<file path="src/rtl/priority_encoder_pkg.sv">
// Shared types and helpers for the priority encoder / span decoder pair.
// The result struct is sized for the default 16-bit configuration used by the checker benches.
package priority_encoder_pkg;

  function automatic int ptr_size(input int width);
    return $clog2(width);
  endfunction

  localparam int ENC_WIDTH = 16;
  localparam int ENC_PTR   = ptr_size(ENC_WIDTH);

  typedef struct packed {
    logic [ENC_PTR-1:0]   left_idx;
    logic [ENC_PTR-1:0]   right_idx;
    logic [ENC_WIDTH-1:0] span;
    logic [ENC_PTR:0]     span_len;
    logic                 error;
  } span_result_t;

endpackage

</file>
<file path="src/rtl/onehot_to_idx.sv">
// Combinational one-hot to binary index conversion with integrity flags.
// Each index bit is the OR of all mask bits whose position has that bit set.
module onehot_to_idx #(
  parameter int WIDTH = 16
) (
  input  logic [WIDTH-1:0]         mask,
  output logic [$clog2(WIDTH)-1:0] idx,
  output logic                     is_onehot,
  output logic                     is_zero
);
  import priority_encoder_pkg::*;

  localparam int PTR_SIZE = ptr_size(WIDTH);
  localparam logic [WIDTH-1:0] ONE = {{(WIDTH-1){1'b0}}, 1'b1};

  always_comb begin
    idx = '0;
    for (int b = 0; b < PTR_SIZE; b++) begin
      for (int i = 0; i < WIDTH; i++) begin
        if (i[b]) idx[b] = idx[b] | mask[i];
      end
    end
  end

  assign is_zero   = (mask == '0);
  assign is_onehot = !is_zero && ((mask & (mask - ONE)) == '0);

endmodule

</file>
<file path="src/rtl/priority_span_decoder.sv">
// Decodes the encoder's {left, right} one-hot masks into indices, a span mask and span length.
// Two-stage valid/ready pipeline; malformed beats are flagged and their data zeroed.
module priority_span_decoder #(
  parameter int WIDTH = 16
) (
  input  logic                     clk_i,
  input  logic                     arstn_i,
  input  logic [WIDTH-1:0]         data_left_i,
  input  logic [WIDTH-1:0]         data_right_i,
  input  logic                     data_val_i,
  output logic                     data_ready_o,
  output logic [$clog2(WIDTH)-1:0] left_idx_o,
  output logic [$clog2(WIDTH)-1:0] right_idx_o,
  output logic [WIDTH-1:0]         span_o,
  output logic [$clog2(WIDTH):0]   span_len_o,
  output logic                     error_o,
  output logic                     data_val_o,
  input  logic                     data_ready_i
);
  import priority_encoder_pkg::*;

  localparam int PTR_SIZE = ptr_size(WIDTH);
  localparam logic [WIDTH:0]    ONE_W = {{WIDTH{1'b0}}, 1'b1};
  localparam logic [PTR_SIZE:0] ONE_P = {{PTR_SIZE{1'b0}}, 1'b1};

  // Upper bound is built one bit wider so l = WIDTH-1 yields all ones, not zero.
  function automatic logic [WIDTH-1:0] span_mask(input logic [PTR_SIZE-1:0] l,
                                                 input logic [PTR_SIZE-1:0] r);
    logic [WIDTH:0] hi;
    logic [WIDTH:0] lo;
    hi = (ONE_W << ({1'b0, l} + ONE_P)) - ONE_W;
    lo = (ONE_W << r) - ONE_W;
    return hi[WIDTH-1:0] & ~lo[WIDTH-1:0];
  endfunction

  function automatic logic [PTR_SIZE:0] span_len(input logic [PTR_SIZE-1:0] l,
                                                 input logic [PTR_SIZE-1:0] r);
    return {1'b0, l} - {1'b0, r} + ONE_P;
  endfunction

  logic [PTR_SIZE-1:0] l_idx_c, r_idx_c;
  logic                l_one_c, l_zero_c, r_one_c, r_zero_c;
  logic                empty_c, err_c;

  logic                vld_p1, vld_p2;
  logic                adv_p1, adv_p2;
  logic [PTR_SIZE-1:0] l_idx_p1, r_idx_p1;
  logic                empty_p1, err_p1;

  logic [PTR_SIZE-1:0] l_idx_p2, r_idx_p2;
  logic [WIDTH-1:0]    span_p2;
  logic [PTR_SIZE:0]   len_p2;
  logic                err_p2;

  onehot_to_idx #(.WIDTH(WIDTH)) u_left (
    .mask      (data_left_i),
    .idx       (l_idx_c),
    .is_onehot (l_one_c),
    .is_zero   (l_zero_c)
  );

  onehot_to_idx #(.WIDTH(WIDTH)) u_right (
    .mask      (data_right_i),
    .idx       (r_idx_c),
    .is_onehot (r_one_c),
    .is_zero   (r_zero_c)
  );

  assign empty_c = l_zero_c & r_zero_c;
  assign err_c   = (!l_one_c && !l_zero_c) || (!r_one_c && !r_zero_c) ||
                   (l_zero_c ^ r_zero_c) || (l_one_c && r_one_c && (l_idx_c < r_idx_c));

  assign adv_p2       = !vld_p2 || data_ready_i;
  assign adv_p1       = !vld_p1 || adv_p2;
  assign data_ready_o = adv_p1;

  always_ff @(posedge clk_i or negedge arstn_i) begin
    if (!arstn_i) begin
      vld_p1 <= 1'b0;
      vld_p2 <= 1'b0;
    end else begin
      if (adv_p1) vld_p1 <= data_val_i;
      if (adv_p2) vld_p2 <= vld_p1;
    end
  end

  // Stage 1: indices and integrity flags of the accepted beat
  always_ff @(posedge clk_i) begin
    if (adv_p1 && data_val_i) begin
      l_idx_p1 <= l_idx_c;
      r_idx_p1 <= r_idx_c;
      empty_p1 <= empty_c;
      err_p1   <= err_c;
    end
  end

  // Stage 2: span build; held while the output beat is stalled
  always_ff @(posedge clk_i or negedge arstn_i) begin
    if (!arstn_i) begin
      l_idx_p2 <= '0;
      r_idx_p2 <= '0;
      span_p2  <= '0;
      len_p2   <= '0;
      err_p2   <= 1'b0;
    end else if (adv_p2 && vld_p1) begin
      err_p2 <= err_p1;
      if (err_p1 || empty_p1) begin
        l_idx_p2 <= '0;
        r_idx_p2 <= '0;
        span_p2  <= '0;
        len_p2   <= '0;
      end else begin
        l_idx_p2 <= l_idx_p1;
        r_idx_p2 <= r_idx_p1;
        span_p2  <= span_mask(l_idx_p1, r_idx_p1);
        len_p2   <= span_len(l_idx_p1, r_idx_p1);
      end
    end
  end

  assign data_val_o  = vld_p2;
  assign error_o     = vld_p2 && err_p2;
  assign left_idx_o  = l_idx_p2;
  assign right_idx_o = r_idx_p2;
  assign span_o      = span_p2;
  assign span_len_o  = len_p2;

endmodule

</file>
<file path="config.mk">
export PLATFORM = sky130hd
export DESIGN_NAME = priority_span_decoder
export DESIGN_NICKNAME = d
export VERILOG_FILES = /design/src/rtl/priority_encoder_pkg.sv /design/src/rtl/onehot_to_idx.sv /design/src/rtl/priority_span_decoder.sv
export SDC_FILE = /design/constraint.sdc
export NUM_CORES = 1
export LEC_CHECK = 0
export ABC_AREA = 1
export CORE_MARGIN = 1.5
export CORE_UTILIZATION = 30
export DETAILED_ROUTE_END_ITERATION = 8
export RECOVER_POWER = 50
export SETUP_SLACK_MARGIN = 0.05
export SLEW_MARGIN = 10
export SYNTH_ARGS = -nofsm -noshare
export SYNTH_HDL_FRONTEND = slang
export SYNTH_SLANG_ARGS = --single-unit
</file>
<file path="constraint.sdc">
create_clock -name clk_i -period 4.4 [get_ports clk_i]
set_input_delay 0.88 -clock clk_i [delete_from_list [all_inputs] [get_ports clk_i]]
set_output_delay 0.88 -clock clk_i [all_outputs]
set_load 0.01 [all_outputs]
</file>
# Word level (Yosys, flattened, before mapping)
# Index checks and enable logic that the tools add are counted.
# W data, S select, Z words.
[totals] reg_bits=42 word_cells=112 out_inout_bits=32
[op_classes] n_lt_le_gt_ge=1 n_addsub=7 mux=4 bitwise_logic=62 reduce_logical=25 n_shift=2
[op_table] cell="$logic_not A16 Y1" count=4
[op_table] cell="$sub A16 B1 Y16 const B" count=4
[op_table] cell="$or A1 B1 Y1" count=56
[op_table] cell="$and A16 B16 Y16" count=3
[op_table] cell="$mux W16" count=1
[op_table] cell="$not A16 Y16" count=1
[op_table] cell="$shl A1 B4 Y16 const A" count=1
[op_table] cell="$shl A1 B5 Y16 const A" count=1
[op_table] cell="$logic_and A1 B1 Y1" count=9
[op_table] cell="$mux W4" count=2
[op_table] cell="$logic_not A1 Y1" count=6
[op_table] cell="$logic_or A1 B1 Y1" count=6
[op_table] cell="$add A4 B1 Y5 const B" count=1
[op_table] cell="$add A5 B1 Y5 const B" count=1
[op_table] cell="$mux W5" count=1
[op_table] cell="$sub A4 B4 Y5" count=1
[op_table] cell="$lt A4 B4 Y1" count=1
[op_table] cell="$and A1 B1 Y1" count=1
[op_table] cell="$xor A1 B1 Y1" count=1

# Depth between registers and ports, before layout
[logic_depth] depth_word=10 depth_mapped=15 mapped_depth_nobuf=15

# Hierarchy
# Synthesis repeated with hierarchy kept, for this count alone.
[hier_totals] cells_unflattened=430 area_unflattened_um2=3079.2
[modules_own_cells] module="priority_span_decoder" instances=1 cells_each=278 area_per_inst_um2=2358.5
[modules_own_cells] module="onehot_to_idx" instances=2 cells_each=76 area_per_inst_um2=360.3

# Worst setup path after synthesis
# Ideal clock, no wire load.
[synth_timing] kind="input port to flip-flop" startpoint="input data_left_i[1]" endpoint="register err_p1 (data pin)" setup_ns=0.253 t_arrival_ns=1.850 cell_stages=8 path_buffers=0 required_ns=4.147 path_slack_ns=2.297 cell_sequence="nor2_2 > nand2_1 > nor2_1 > inv_1 > nor2_1 > ha_1 > nor2_1 > nand2_1"
[synth_via] elab_chain_cells=10 word_cells_on_any_way=22 cone_classes="add/sub: 1; order compare: 1; bitwise: 9; reduce/logical: 11"
[synth_lines] item="start, declared" line_no="priority_span_decoder.sv:8" source="input logic [WIDTH-1:0] data_left_i,"
[synth_lines] item="parallel branches: the longest is 9 deep, another holds $sub A16 B1 Y16"
[synth_lines] item="$logic_or A1 B1 Y1 (*)" line_no="priority_span_decoder.sv:71" source="(l_zero_c ^ r_zero_c) || (l_one_c && r_one_c && (l_idx_c < r_idx_c));"
[synth_lines] item="named net err_c" line_no="priority_span_decoder.sv:43" source="logic empty_c, err_c;"
[synth_lines] item="end signal, assigned" line_no="priority_span_decoder.sv:93" source="err_p1 <= err_c;"
[synth_lines] item="end, declared" line_no="priority_span_decoder.sv:48" source="logic empty_p1, err_p1;"
# Mark *: on every way through the listed nets, which the timed path passes.
# A chain may end at the register's enable or synchronous reset.

# Worst setup path in the final report
[layout_timing] startpoint="input data_ready_i" endpoint="output data_ready_o"
[layout_via] elab_chain_cells=2
[layout_lines] item="start, declared" line_no="priority_span_decoder.sv:18" source="input logic data_ready_i"
[layout_lines] item="$logic_or A1 B1 Y1" line_no="priority_span_decoder.sv:73" source="assign adv_p2 = !vld_p2 || data_ready_i;"
[layout_lines] item="$logic_or A1 B1 Y1" line_no="priority_span_decoder.sv:74" source="assign adv_p1 = !vld_p1 || adv_p2;"
[layout_lines] item="end, declared" line_no="priority_span_decoder.sv:11" source="output logic data_ready_o,"
# No other way between the ends.

==> key figures <==
Hold path
  – Path type of the worst min-delay path: register to register

Pwr
  – Overall power: 853 µW
  – Pwr/cell area: 221 mW/mm²
  – Max VDD drop: 0.108 mV
  – Leak: 0.00181 µW

STA
  – Min cycle time layout: 2.98 ns
  – Worst Skew: 0.00620 ns
  – Final period util: 0.677
  – Final setup fails: 0
  – Rel. slew slack: -0.163
  – Setup tns final: 0 ns
  – Fmax: 336 MHz
  – Slew Viols, Final: 33
  – Worst Tran Pin Value: 1.74 ns
  – Final Hold Vio Count: 0
  – RSZ-0062 raised after global routing: false

Place
  – Port buffer count: 67
  – Placed Cells incl. Taps: 625
  – Final HPWL DP: 5970 µm
  – Final Wtd Congestion: 0.848

Clock tree
  – Post-CTS setup buffers: 0
  – Clock root cell: clkbuf_8
  – Clk Latency, worst-skew pair: 0.30 ns
  – Worst-path clk slew: 0.08 ns
  – Num CTS Buffers: 5
  – Hold_buf cts: 0
  – CTS Buffer Depth: 2
  – Htree depth: 2
  – Post-cts sizing count: 0
  – CTS tree: done
  – Clock sinks: 42

Drt
  – Via/cell ratio: 4.64
  – Met3 WL post-DR: 392 µm
  – Detail Route Antenna Nets: 0
  – Top sig layer: met4
  – WL met1: 3450 µm
  – Routed len/inst: 11.7 µm
  – Met2 wire length: 3510 µm
  – Starting DRT DRC Count: 129
  – # DRC: 0
  – Vias: 2935
  – Final wirelength: 7420 µm
  – Initial DRT Pass Iterations: 4

Logic synthesis
  – Most used DFF post-synth: dfrtp_1
  – Post-Synthesis Cells: 432
  – Mapped Area: 0.00292 mm²
  – Asr flop ratio synth: 0.762
  – Distinct cells, synth: 34
  – Synth Area in Simple Gates: 0.336
  – Largest family of logic cells by synthesized area: simple AND/OR/NAND/NOR gates
  – Sequential element share of the synthesized area: 0.377
  – Post-synthesis compound-gate area fraction: 0.119
  – Synth Area in XOR/XNOR: 0.0120
  – Post-synthesis mux area share: 0
  – Syn nets: 482
  – Register bit total from synthesis: 42
  – Number of synthesized flops with an enable pin: 10
  – Post-Synth Adder-Cell Area: 0.0625
  – Ys Warns: 0
  – Syn Area/Cell: 6.77 µm²

Global routing
  – Remaining Overflow, GRT: 0
  – Initial antenna violation count: 0
  – Vias in the first global route: 2771
  – Pin count of the biggest net entering global routing: 33
  – First-pass GRT wire length: 12400 µm
  – All-Layer GR Usage: 0.149

Critical path
  – CP Capture Type: output port
  – Max incr delay on CP: 0.55 ns
  – Worst EP required: 3.52 ns
  – Critical path class: input pin to output port
  – CP max-delay cell: clkdlybuf4s50_1
  – Startpoint types: input pin
  – Worst path arrival time: 2.10 ns
  – Buf/Inv on CP: 3
  – Largest delay share family, worst path: buffers and inverters
  – Critical path fanouts, max: 3
  – CP Cell Sequence: dlygate4sd3_1, inv_1, nand3_1, clkdlybuf4s50_1
  – Setup slack, reg-to-reg: 2.27 ns

Final layout
  – P&R area growth vs syn: 31.8%
  – Fin cells: 633
  – Ant diodes: 0
  – Fill cell count: 998
  – Fin nets: 553
  – Layout cells sized above 1: 0.0476
  – Area occupied by multi-input gates: 0.00155 mm²
  – Reg area: 0.00110 mm²

Die
  – Die W: 102 µm
  – Io pins: 68
  – FP Rows: 35
  – Die area: 0.0103 mm²
  – Initial Util: 0.313
  – Core area: 0.00933 mm²
  – Die Height: 102 µm

Job
  – Max Cap Viol: 1

Status
  – Status: complete, but fails checks
  – Failing checks: max-capacitance violations, max-slew violations
==> through the flow <==
stage	setup WS [ns]	hold WS, ns	cell area [µm²]	utilization
after floorplan	2.30	0.445	2920	-
after global placement	1.39	0.470	3750	0.402
after CTS	1.48	0.492	3860	0.414
final	1.42	0.479	3850	0.413
after detailed placement	1.29	0.470	3750	0.402
after global routing	1.31	0.499	3850	0.413
==> power by group <==
| part | total (µW) | switching (µW) | internal [µW] |
|---|---|---|---|
| clock | 314 | 145 | 169 |
| sequential | 410 | 4.45 | 406 |
| combinational | 129 | 72.3 | 56.3 |
| total | 853 | 222 | 631 |
==> per-layer routing <==
metal	up-vias	global-route usage
met5	-	0
met4	0	0.0288
met3	9	0.0207
met2	95	0.272
met1	1316	0.189
li1	1515	-
==> layout make-up <==
class                      instances  area share
timing repair buffer              69       0.177
clock inverter                     3      0.0117
multi-input combinational        319       0.402
tap                              129      0.0419
clock buffer                       5      0.0179
sequential                        42       0.286
inverter                          66      0.0643
==> tightest hold or removal path: cells and delay by family (launching register included) <==
family	cells	cell delay, ns
simple gates	2	0.10
flops	1	0.35
==> worst paths after layout <==
kind | startpoint | endpoint | depth (start not counted)
max reg2reg | data_val_o$_DFFE_PN0P_ | span_o[11]$_DFFE_PN0P_ | 8
max | data_ready_i | data_ready_o | 4
min reg2reg | span_o[10]$_DFFE_PN0P_ | span_o[10]$_DFFE_PN0P_ | 2
min in group asynchronous | arstn_i | span_o[5]$_DFFE_PN0P_ | 2
max in group asynchronous | arstn_i | span_o[8]$_DFFE_PN0P_ | 2
min | span_o[10]$_DFFE_PN0P_ | span_o[10]$_DFFE_PN0P_ | 2
==> state kept, by name, indices dropped and copies added, names as in the netlist <==
register     count
span_o          16
left_idx_o       4
err_p1           1
err_p2           1
span_len_o       5
l_idx_p1         4
empty_p1         1
r_idx_p1         4
right_idx_o      4
data_val_o       1
vld_p1           1
==> cell families after synthesis <==
group                    count (synthesis)
adder cells (fa/ha/maj)                 14
other                                    1
buffers and inverters                   71
AND/OR/NAND/NOR                        241
flip-flops                              42
AO/OA/AOI/OAI                           59
XOR/XNOR                                 4
==> cell usage after synthesis, types with 4 or more instances <==
library cell    n  area share
clkbuf_1        4      0.0051
nor3_1          8       0.014
inv_2           5      0.0064
nor2_2          7       0.015
inv_1          61       0.078
nand3_1        17       0.029
ha_1           13       0.056
dfrtp_1        32        0.27
a21oi_1         7       0.012
nor2_1         58       0.074
nand2_1       140        0.18
nand4_1         7       0.015
o21ai_0        36       0.062
edfxtp_1       10        0.10
==> cell usage in the layout, fill, tap and decap left out, types with 2 or more instances in the layout <==
master | Yosys | routed
nand2_1 | 140 | 140
inv_1 | 61 | 61
nor2_1 | 58 | 60
clkdlybuf4s50_1 | 0 | 55
o21ai_0 | 36 | 36
dfrtp_1 | 32 | 32
nand3_1 | 17 | 17
ha_1 | 13 | 13
dlygate4sd3_1 | 0 | 12
edfxtp_1 | 10 | 10
nor3_1 | 8 | 8
nand4_1 | 7 | 7
a21oi_1 | 7 | 7
inv_2 | 5 | 5
nor2_2 | 7 | 5
clkbuf_8 | 0 | 5
nand2_2 | 2 | 2
o21ai_1 | 2 | 2
o31ai_1 | 2 | 2
o41ai_1 | 2 | 2
xnor2_1 | 2 | 2
xor2_1 | 2 | 2
a22o_1 | 2 | 2
clkinvlp_4 | 0 | 2
Power figures use the tool's default switching activity.
